$ cat config.mk
export PLATFORM = sky130hd
export DESIGN_NAME = multi_operand_adder_pipe
export DESIGN_NICKNAME = d
export VERILOG_FILES = /design/src/rtl/multi_operand_adder_pipe.sv
export SDC_FILE = /design/constraint.sdc
export NUM_CORES = 1
export LEC_CHECK = 0
export ABC_AREA = 1
export BUFFER_PORTS_ARGS = -buffer_cell sky130_fd_sc_hd__buf_2
export CAP_MARGIN = 40
export CORE_UTILIZATION = 46
export CTS_CLUSTER_DIAMETER = 80
export CTS_CLUSTER_SIZE = 24
export DETAILED_ROUTE_END_ITERATION = 12
export GPL_TIMING_DRIVEN = 0
export PLACE_DENSITY = 0.75
export SYNTH_ARGS = -nofsm -noshare
export SYNTH_HDL_FRONTEND = slang
export SYNTH_SLANG_ARGS = --single-unit
$ cat constraint.sdc
create_clock -name clk -period 2.7 [get_ports clk]
set_input_delay 0.675 -clock clk [delete_from_list [all_inputs] [get_ports clk]]
set_output_delay 0.675 -clock clk [all_outputs]
set_load 0.01 [all_outputs]
$ cat src/rtl/multi_operand_adder_pipe.sv
// rtl/multi_operand_adder_pipe.sv - pipelined N-operand unsigned adder: carry-save stage then registered carry-propagate stage
// Optional build macro MOA_SATURATE_EN clamps out_sum to WIDTH bits of all-ones on overflow.
module multi_operand_adder_pipe #(
    parameter int WIDTH   = 8,
    parameter int NUM_OPS = 3,
    localparam int SUM_W  = WIDTH + $clog2(NUM_OPS + 1)
) (
    input  logic                     clk,
    input  logic                     rst,
    input  logic [NUM_OPS*WIDTH-1:0] in_ops,
    input  logic                     in_cin,
    input  logic                     in_valid,
    output logic                     in_ready,
    output logic [SUM_W-1:0]         out_sum,
    output logic                     out_ovf,
    output logic                     out_valid,
    input  logic                     out_ready,
    output logic                     busy
);

    logic             s1_valid;
    logic             s2_valid;
    logic [SUM_W-1:0] s1_sum;
    logic [SUM_W-1:0] s1_carry;
    logic [SUM_W-1:0] csa_sum;
    logic [SUM_W-1:0] csa_carry;
    logic [SUM_W-1:0] csa_tmp;
    logic [SUM_W-1:0] op_row;
    logic [SUM_W-1:0] cpa;
    logic             cpa_ovf;
    logic [SUM_W-1:0] s2_result;
    logic             s2_adv;
    logic             s1_adv;

    assign s2_adv    = ~s2_valid | out_ready;
    assign s1_adv    = ~s1_valid | s2_adv;
    assign in_ready  = s1_adv;
    assign out_valid = s2_valid;
    assign busy      = s1_valid | s2_valid;

    // Carry-in rides as a row of its own; each 3:2 step folds one more operand in.
    // The carry shift may drop its MSB: the true sum always fits SUM_W, so mod-2^SUM_W is exact.
    always_comb begin
        csa_sum   = SUM_W'(in_ops[WIDTH-1:0]);
        csa_carry = SUM_W'(in_cin);
        csa_tmp   = '0;
        op_row    = '0;
        for (int k = 1; k < NUM_OPS; k++) begin
            op_row    = SUM_W'(in_ops[k*WIDTH +: WIDTH]);
            csa_tmp   = csa_sum ^ csa_carry ^ op_row;
            csa_carry = ((csa_sum & csa_carry) | (csa_sum & op_row) | (csa_carry & op_row)) << 1;
            csa_sum   = csa_tmp;
        end
    end

    always_comb begin
        cpa     = s1_sum + s1_carry;
        cpa_ovf = |cpa[SUM_W-1:WIDTH];
`ifdef MOA_SATURATE_EN
        s2_result = cpa_ovf ? SUM_W'({WIDTH{1'b1}}) : cpa;
`else
        s2_result = cpa;
`endif
    end

    // Data registers load only with a valid token so stray X on idle inputs never reaches out_sum.
    always_ff @(posedge clk) begin
        if (rst) begin
            s1_valid <= 1'b0;
            s2_valid <= 1'b0;
            s1_sum   <= '0;
            s1_carry <= '0;
            out_sum  <= '0;
            out_ovf  <= 1'b0;
        end else begin
            if (s2_adv) begin
                s2_valid <= s1_valid;
                if (s1_valid) begin
                    out_sum <= s2_result;
                    out_ovf <= cpa_ovf;
                end
            end
            if (s1_adv) begin
                s1_valid <= in_valid;
                if (in_valid) begin
                    s1_sum   <= csa_sum;
                    s1_carry <= csa_carry;
                end
            end
        end
    end

endmodule

==> flow_metrics.tcl <==
set metrics [dict create \
    outcome "finished, final reports clean" \
    skew_ps 3.746 \
    timing.fmax_mhz 564.4 \
    numCtsBuffers 5 \
    worst_slack_ps 928.3 \
    h-tree-depth 2 \
    cp_slowest_stage_delay_ps 160 \
    final_nets 308 \
    std_cell_rows 21 \
    coreArea_mm2 0.003390 \
    crit_path_end_kind "primary output" \
    avgSynthCellArea_um2 8.124 \
    grt_max_degree 11 \
    ctsRootBufferMaster "clkbuf_4" \
    crit_type "primary input to primary output" \
    worst_pin_slew_ps 418.8 \
    drive_above_1_share_pct 24.90 \
    netlist.area_leader.share_pct 36.06 \
    io_pins 43 \
    fin_crit_sh_pct 65.62 \
    cts_setup_buffers 0 \
    cts_tree "yes" \
    grt_first_pass_wirelength_mm 5.347 \
    drt_iter0_markers 40 \
    hold_viol_final 0 \
    dp_cells 293 \
    clk_path_buf_depth 2 \
    io_buffers 42 \
    die_h_um 62.17 \
    insertion_delay_ps 330 \
    yosysSeqAreaShare_pct 36.06 \
    hold_buffers 0 \
    critPathArrivalTime_ps 1100 \
    syn-instance-count 205 \
    p_per_area_mw_per_mm2 503.0 \
    ir_worst_vdd_mv 0.2720 \
    syn_to_final_growth_pct 19.16 \
    synthesis.nets 259 \
    routed_wl_mm 3.144 \
    synth_cell_types 26 \
    wl_per_cell_um 10.52 \
    top_layer "met4" \
    critPathMostFrequentCell "buf_2" \
    synthTopCellsByArea "dfxtp_1, ha_1, nor2_1" \
    yosys_warnings 0 \
    ys_seq_elements 30 \
    place_ws_ps 737.5 \
    clock-sinks 30 \
    p_leak_nw 1.044 \
    overflow 0 \
    finalSetupViolCount 0 \
    antenna_cells 0 \
    grt_antenna_before_repair 0 \
    dieArea_mm2 0.003865 \
    maxCapViolCount 0 \
    avgViaCountPerCell 4.823 \
    num_vias 1442 \
    fin_cells 299 \
    min_period_ps 1772 \
    crit_buf_inv 3 \
    die_x_um 62.17 \
    synthesis.area_mm2 0.001665 \
    netlist.top_cell.by_area "dfxtp_1" \
    gp_routability_congestion 0.7985 \
    grt_pass1_vias 1329 \
    required_ps 2030 \
    reg2reg_depth 10 \
    critPathMaxFanout 3 \
    dpl.hpwl_mm 2.556 \
    setup_tns_ps 0 \
    track_usage_pct 17.64 \
    cpMaxStageDelayCell "buf_2" \
    drc 0 \
    max-slew-margin-rel_pct 72.08 \
    start_kind "primary input" \
    start_util_pct 49.13 \
    drt_pass1_iterations 4 \
    rsz0062_at_grt "false" \
    critPathTopFamily "buffers and inverters" \
    dr_wl_met2_mm 1.491 \
    wl_met3_um 150 \
    whs_path_depth 2 \
    clk_pin_slew_ps 80 \
    ctsResizeCount 0 \
    slew_violations 0 \
    cp.depth 4 \
    ant_nets 0 \
    path_cells "buf_2 -> inv_1 -> nand3_1 -> buf_2" \
    min_path_type "flop to flop" \
    wl_met1_mm 1.440 \
]
## routing by layer
| layer | up-vias | track usage, % |
|---|---|---|
| li1 | 758 | - |
| met1 | 641 | 19.82 |
| met2 | 35 | 30.77 |
| met3 | 8 | 4.596 |
| met4 | 0 | 8.721 |
| met5 | - | 0 |
## state kept, by name, summed over array words and instances (netlist names)
register and count:
s1_sum 9, s1_carry 8, out_ovf 1, out_sum 10, s1_valid 1, out_valid 1
## worst reg2reg max path, cell delays in order, from the launching register on
cell	delay, ps
dfxtp_1	320
ha_1	210
fa_1	410
nand3_1	130
nand2_1	90
nand2_1	70
nand3_1	70
nand2_1	90
nand3_1	80
nand2_1	60
inv_1	30
## where the power goes
group	switching, mW	leakage [nW]	internal (mW)
logic	0.132	0.766	0.108
registers	0.0215	0.248	0.479
clock network	0.141	0.0302	0.117
total	0.295	1.04	0.703
## worst paths after layout
| kind | endpoint | slack, ps | startpoint |
|---|---|---|---|
| worst max-delay path | in_ready | 930 | out_ready |
| worst min-delay path | out_sum[9] | 460 | out_sum[9] |
| worst max register to register | out_ovf | 1050 | s1_sum[1] |
| worst min register to register | out_sum[9] | 460 | out_sum[9] |
## metrics by stage
| step | hold WS [ps] | instance area (um^2) | total power [mW] | util (%) |
|---|---|---|---|---|
| after global placement | 450.8 | 1933 | 0.7439 | 57.03 |
| after floorplan | 449.5 | 1665 | 0.6739 | - |
| after CTS | 465.1 | 1984 | 1.010 | 58.55 |
| after global routing | 474.7 | 1984 | 1.058 | 58.55 |
| after detailed placement | 452.5 | 1933 | 0.7531 | 57.03 |
| final | 464.1 | 1984 | 0.9982 | 58.55 |
## layout by cell type (no fill, tap or decap), types with 2 or more instances in the layout
master / instances
nand2_1: 26
dfxtp_1: 30
clkbuf_4: 5
o21ai_0: 5
nand3_1: 8
nor2_1: 51
inv_2: 4
buf_4: 2
ha_1: 16
inv_1: 11
nand2_2: 2
buf_2: 43
or2_1: 2
a21oi_1: 9
fa_1: 9
o21ai_1: 18
## synthesized netlist by cell type
cell type	instances
buf_2	1
nor2_1	51
xnor2_1	1
nand2_2	2
a21oi_1	9
inv_2	4
nand2_1	26
buf_6	1
dfxtp_1	30
nand3_1	8
inv_1	11
o21ai_1	18
and2_4	1
a21oi_2	1
or2_2	1
a21o_1	1
o21bai_1	1
ha_1	16
o211ai_2	1
or2_1	2
nand3_2	1
clkbuf_1	1
xor2_1	1
o21ai_0	5
fa_1	9
buf_4	2
## logic make-up (layout without fill, tap and decap cells)
| logic type | Yosys count | after routing | share of synthesized area, % |
|---|---|---|---|
| xor gates and xnor gates | 2 | 2 | 1.052 |
| adders and majority gates | 25 | 25 | 22.84 |
| AOI/OAI and AO/OA | 36 | 36 | 11.80 |
| and+or+nand+nor | 92 | 92 | 22.76 |
| buffers and inverters | 20 | 68 | 5.484 |
| DFF | 30 | 30 | 36.06 |
## area by class of cell
class                   instances  area, um^2
repair buffers                 42       210.2
well taps                      46       57.56
plain buffers                   5       35.03
flip-flops and latches         30       600.6
fillers                       348        1405
multi-input cells             155       973.4
inverters                      15       56.30
clock buffers                   6       51.30
Note: power is estimated with default switching activity, not from simulation.
